$ cat src/rtl/ser_pkg.sv
// Shared definitions for the bit serializer: FSM state encoding and counter sizing.
package ser_pkg;

   typedef enum logic [1:0] {
      IDLE  = 2'd0,
      SHIFT = 2'd1,
      PAR   = 2'd2,
      GAP   = 2'd3
   } state_t;

   // Bits needed to hold values 0..v-1, never less than 1.
   function automatic int clog2(input int v);
      int r;
      r = 1;
      for (int i = 1; i < 32; i++)
         if ((1 << i) < v) r = i + 1;
      return r;
   endfunction

endpackage

$ cat src/rtl/ser_down_counter.sv
// Loadable down-counter that saturates at zero and flags it.
module ser_down_counter #(
   parameter int W = 4
) (
   input  logic         gclk,
   input  logic         grst_n,
   input  logic         load,
   input  logic [W-1:0] load_val,
   input  logic         dec,
   output logic         zero
);
   logic [W-1:0] cnt;

   always_ff @(posedge gclk or negedge grst_n) begin
      if (!grst_n)
         cnt <= '0;
      else if (load)
         cnt <= load_val;
      else if (dec && cnt != '0)
         cnt <= cnt - W'(1);
   end

   assign zero = (cnt == '0);

endmodule

$ cat src/rtl/bit_serializer.sv
// MSB-first parallel-to-serial feeder with valid/ready input and optional idle gap.
// Defining SER_PARITY_EN appends an even-parity bit after every word.
module bit_serializer
   import ser_pkg::*;
#(
   parameter int WIDTH      = 8,
   parameter bit IDLE_BIT   = 1'b0,
   parameter int GAP_CYCLES = 0
) (
   input  logic             clk,
   input  logic             reset,
   input  logic [WIDTH-1:0] in_data,
   input  logic             in_valid,
   output logic             in_ready,
   output logic             dout,
   output logic             dout_valid,
   output logic             frame_start,
   output logic             busy
);
   localparam int            CW      = clog2(WIDTH);
   localparam int            GW      = 4;
   localparam bit            HAS_GAP = (GAP_CYCLES > 0);
   localparam logic [CW-1:0] BIT_LD  = CW'(WIDTH - 1);
   localparam logic [GW-1:0] GAP_LD  = GW'(HAS_GAP ? GAP_CYCLES - 1 : 0);

   state_t           state;
   logic [WIDTH-1:0] sreg;
   logic             bit_zero;
   logic             gap_zero;
   logic             word_done;
   logic             accept;

`ifdef SER_PARITY_EN
   logic par_r;
   assign word_done = (state == PAR);
`else
   assign word_done = (state == SHIFT) && bit_zero;
`endif

   // Ready in IDLE and in whichever cycle closes the word, so streams run bubble-free.
   assign in_ready = reset && ((state == IDLE) ||
                               (word_done && !HAS_GAP) ||
                               ((state == GAP) && gap_zero));
   assign accept   = in_valid && in_ready;

   ser_down_counter #(.W(CW)) u_bit_cnt (
      .gclk     (clk),
      .grst_n   (reset),
      .load     (accept),
      .load_val (BIT_LD),
      .dec      ((state == SHIFT) && !bit_zero),
      .zero     (bit_zero)
   );

   ser_down_counter #(.W(GW)) u_gap_cnt (
      .gclk     (clk),
      .grst_n   (reset),
      .load     (word_done && HAS_GAP),
      .load_val (GAP_LD),
      .dec      ((state == GAP) && !gap_zero),
      .zero     (gap_zero)
   );

   always_ff @(posedge clk or negedge reset) begin
      if (!reset) begin
         state       <= IDLE;
         sreg        <= '0;
         dout        <= IDLE_BIT;
         dout_valid  <= 1'b0;
         frame_start <= 1'b0;
         busy        <= 1'b0;
`ifdef SER_PARITY_EN
         par_r       <= 1'b0;
`endif
      end else begin
         frame_start <= 1'b0;
         if (accept) begin
            // First bit goes straight to dout; sreg keeps the rest left-aligned.
            state       <= SHIFT;
            sreg        <= in_data << 1;
            dout        <= in_data[WIDTH-1];
            dout_valid  <= 1'b1;
            frame_start <= 1'b1;
            busy        <= 1'b1;
`ifdef SER_PARITY_EN
            par_r       <= ^in_data;
`endif
         end else begin
            case (state)
               IDLE: begin
                  dout       <= IDLE_BIT;
                  dout_valid <= 1'b0;
                  busy       <= 1'b0;
               end
               SHIFT: begin
                  if (!bit_zero) begin
                     dout <= sreg[WIDTH-1];
                     sreg <= sreg << 1;
                  end else begin
`ifdef SER_PARITY_EN
                     state      <= PAR;
                     dout       <= par_r;
                     dout_valid <= 1'b1;
`else
                     state      <= HAS_GAP ? GAP : IDLE;
                     busy       <= HAS_GAP;
                     dout       <= IDLE_BIT;
                     dout_valid <= 1'b0;
`endif
                  end
               end
`ifdef SER_PARITY_EN
               PAR: begin
                  state      <= HAS_GAP ? GAP : IDLE;
                  busy       <= HAS_GAP;
                  dout       <= IDLE_BIT;
                  dout_valid <= 1'b0;
               end
`endif
               GAP: begin
                  if (gap_zero) begin
                     state <= IDLE;
                     busy  <= 1'b0;
                  end
               end
               default: begin
                  state      <= IDLE;
                  busy       <= 1'b0;
                  dout       <= IDLE_BIT;
                  dout_valid <= 1'b0;
               end
            endcase
         end
      end
   end

endmodule

$ cat config.mk
export PLATFORM = sky130hd
export DESIGN_NAME = bit_serializer
export DESIGN_NICKNAME = d
export VERILOG_FILES = /design/src/rtl/ser_pkg.sv /design/src/rtl/ser_down_counter.sv /design/src/rtl/bit_serializer.sv
export SDC_FILE = /design/constraint.sdc
export NUM_CORES = 1
export LEC_CHECK = 0
export CORE_MARGIN = 2
export CORE_UTILIZATION = 35
export CTS_BUF_LIST = sky130_fd_sc_hd__clkbuf_4 sky130_fd_sc_hd__clkbuf_8
export DETAILED_ROUTE_END_ITERATION = 16
export PLACE_DENSITY_LB_ADDON = 0.12
export SYNTH_ARGS = -nofsm -noshare
export SYNTH_HDL_FRONTEND = slang
export SYNTH_HIERARCHICAL = 1
export SYNTH_SLANG_ARGS = --single-unit
export TNS_END_PERCENT = 30
$ cat constraint.sdc
create_clock -name clk -period 4.5 [get_ports clk]
set_input_delay 1.35 -clock clk [delete_from_list [all_inputs] [get_ports clk]]
set_output_delay 1.35 -clock clk [all_outputs]
set_load 0.05 [all_outputs]
==> results.sh <==
export IMPL_status="complete, no violations"
export IMPL_ys_flop_type="dfrtp_1"
export IMPL_grt_max_degree=37
export IMPL_port_buffers=15
export IMPL_reg2reg_to="u_bit_cnt/cnt[6]$_DFFE_PN0P_"
export IMPL_ir_drop_v=0.000189
export IMPL_post_cts_resized=0
export IMPL_synth_area_mm2=0.00255
export IMPL_ys_seq_area_frac=0.421
export IMPL_die_width_um=89.4
export IMPL_cp_start_kind="flip-flop"
export IMPL_finalSetupViolCount=0
export IMPL_grt_pass1_wl_mm=10.0
export IMPL_wl_per_cell_um=14.7
export IMPL_ff2ff_path_depth=12
export IMPL_synth_area_leaders="dfrtp_1 (42%), nand2_1 (3.4%), nor2_1 (3.4%)"
export IMPL_fillers=737
export IMPL_rsz0062_at_grt="no"
export IMPL_diodes=0
export IMPL_ctsHoldBuffers=0
export IMPL_clock_path_buffers=2
export IMPL_grtUsageTotal=0.163
export IMPL_fp_row_count=31
export IMPL_drv_cap=0
export IMPL_fin_crit_ns=4.09
export IMPL_antenna_found_initial=0
export IMPL_htreeDepth=2
export IMPL_syn_inst=272
export IMPL_clock_latency_ns=0.30
export IMPL_hold_viol=0
export IMPL_worstPathMaxFanout=8
export IMPL_synth_area_per_cell_um2=9.39
export IMPL_gp_congestion=0.817
export IMPL_finalNonFillerCells=414
export IMPL_drv_slew=0
export IMPL_synth_top_area_share=0.421
export IMPL_setup_tns_ns=0
export IMPL_synth_seq_cells=43
export IMPL_areaGrowthSynthToFinish_pct=17.0
export IMPL_initial_utilization=0.356
export IMPL_via_per_inst=5.20
export IMPL_holdCritPathClass="flip-flop to flip-flop"
export IMPL_cts_sinks=43
export IMPL_antenna_left=0
export IMPL_p_leak_nw=1.15
export IMPL_fin_crit_sh=0.909
export IMPL_arrival_ns=2.74
export IMPL_pin_count=16
export IMPL_cts_tree="done"
export IMPL_die_area_mm2=0.00800
export IMPL_synth_edf_count=0
export IMPL_required_ns=3.15
export IMPL_clock_root_buffer="clkbuf_8"
export IMPL_setup_worst_path_class="flip-flop to output pin"
export IMPL_fmax_mhz=244
export IMPL_powerDensity_mw_per_mm2=398
export IMPL_dp_cells=406
export IMPL_finalClockSkew_ns=0.00519
export IMPL_crit_start="u_bit_cnt/cnt[0]$_DFFE_PN0P_"
export IMPL_relSlewSlack=0.540
export IMPL_async_flop_share=1.00
export IMPL_cts_setup_buffers=0
export IMPL_worstSetupEndpoint="in_ready"
export IMPL_final_nets=326
export IMPL_yosys_warnings=6
export IMPL_synth_area_leader_cell="dfrtp_1"
export IMPL_yosysUniqueCellTypes=66
export IMPL_path_clk_slew_ns=0.09
export IMPL_grt_overflow_total=0
export IMPL_worst_slew_pin_transition_ns=0.685
export IMPL_reg2reg_from="u_bit_cnt/cnt[0]$_DFFE_PN0P_"
export IMPL_cp_end_kind="output pin"
export IMPL_reg2reg_slack_ns=0.74
export IMPL_vias=2151
export IMPL_drc=0
export IMPL_drtIter0Drc=109
export IMPL_drive_gt1_frac=0.0984
export IMPL_cts_inserted_buffers=5
export IMPL_grt_pass1_vias=2002
export IMPL_wl_mm=6.08
export IMPL_dr_pass1_iters=4
export IMPL_fp_dieH_um=89.4
export IMPL_post_dp_hpwl_mm=4.29
export IMPL_core_mm2=0.00718
-- metal layers --
layer  wire (um)  GRT usage  up-vias  share of wire
met5           0          0        -              0
met4          89     0.0475        0          0.015
met3         194     0.0369       10          0.032
met2        2700      0.240       36           0.44
met1        3100      0.240     1019           0.51
li1            -          -     1086              -
-- synth_stat cells, types with 2 or more instances --
| cell | n |
|---|---|
| o41ai_1 | 7 |
| and3_1 | 2 |
| nand4_1 | 7 |
| a31oi_1 | 12 |
| and4b_1 | 2 |
| and2_0 | 5 |
| or3_1 | 7 |
| clkbuf_1 | 9 |
| nor4_1 | 3 |
| nand2b_1 | 2 |
| nor4_2 | 2 |
| nand2_1 | 23 |
| nor2_1 | 23 |
| a2111oi_0 | 2 |
| a21oi_1 | 3 |
| nor3_1 | 15 |
| inv_1 | 6 |
| buf_6 | 3 |
| conb_1 | 2 |
| xnor2_1 | 8 |
| xor2_1 | 2 |
| or4_1 | 6 |
| a311o_1 | 2 |
| o31ai_1 | 3 |
| dfrtp_1 | 43 |
| nor4b_1 | 2 |
| o21ai_0 | 17 |
| a221o_1 | 7 |
| nand3_1 | 7 |
| or4b_1 | 4 |
-- report_power, final --
group / total [mW] / leakage (nW) / internal, mW / switching, mW
registers: 0.591 / 0.516 / 0.479 / 0.112
clock network: 0.306 / 0.0581 / 0.165 / 0.141
logic: 0.291 / 0.578 / 0.142 / 0.149
-- worst min path at each step --
| stage | end | cells past startpoint | slack [ns] | from |
|---|---|---|---|---|
| floorplan | sreg[3]$_DFFE_PN0P_ | 1 | 0.47 | sreg[3]$_DFFE_PN0P_ |
| global placement | sreg[3]$_DFFE_PN0P_ | 1 | 0.49 | sreg[3]$_DFFE_PN0P_ |
| detailed placement | sreg[3]$_DFFE_PN0P_ | 1 | 0.49 | sreg[3]$_DFFE_PN0P_ |
| CTS | sreg[3]$_DFFE_PN0P_ | 1 | 0.52 | sreg[3]$_DFFE_PN0P_ |
| global route | sreg[3]$_DFFE_PN0P_ | 1 | 0.53 | sreg[3]$_DFFE_PN0P_ |
| finish | sreg[3]$_DFFE_PN0P_ | 1 | 0.51 | sreg[3]$_DFFE_PN0P_ |
-- state kept, by name, summed over array words and instances (netlist names) --
name           flops
state              1
sreg               7
dout               1
frame_start        1
dout_valid         1
u_bit_cnt/cnt     32
-- cells in the final DEF (no fill, tap or decap), types with 4 or more instances in the layout --
cell type,count
and2_0,5
nand2_1,23
nor2_1,23
nand4_1,7
clkbuf_8,5
or4_1,6
inv_1,6
o41ai_1,7
a221o_1,7
buf_4,6
or4b_1,4
a31oi_1,12
clkdlybuf4s50_1,13
nor3_1,15
or3_1,7
dfrtp_1,43
o21ai_0,17
nand3_1,7
conb_1,32
xnor2_1,8
-- worst max-delay path: stages (launching register included) --
cell     delay (ns)
dfrtp_1        0.42
inv_1          0.07
ha_1           0.18
nor4b_2        0.44
and3_1         0.44
and3_1         0.42
nor2b_4        0.07
and2b_2        0.22
buf_4          0.19
-- final cells by class --
type / count / area, um^2 / share of cell area
repair buffers: 20 / 180 / 0.0603
multi-input cells: 237 / 1470 / 0.492
flip-flops and latches: 43 / 1080 / 0.360
clock buffers: 5 / 68.8 / 0.0230
well taps: 99 / 124 / 0.0414
clock inverters: 3 / 43.8 / 0.0147
inverters: 7 / 26.3 / 0.00879
-- through the flow --
stage                      util  hold slack, ns  setup slack (ns)  total power [mW]  cell area, um^2
final                     0.417           0.514             0.408              1.19             2990
after global routing      0.417           0.534             0.228              1.27             2990
after CTS                 0.417           0.515             0.402              1.20             2990
after detailed placement  0.401           0.487             0.753             0.891             2880
after global placement    0.401           0.487             0.766             0.886             2880
after floorplan               -           0.470             0.751             0.799             2670
-- cell families (layout without fill, tap and decap cells) --
kind of cell	after synthesis	after routing	share of synthesized area
xor gates and xnor gates	10	10	0.0343
AOI/OAI and AO/OA	69	69	0.202
muxes	1	1	0.00392
buffers and inverters	22	35	0.0475
DFF	43	43	0.421
adders and majority gates	1	1	0.00490
other	2	32	0.00294
and+or+nand+nor	124	124	0.283
Power figures use the tool's default switching activity.
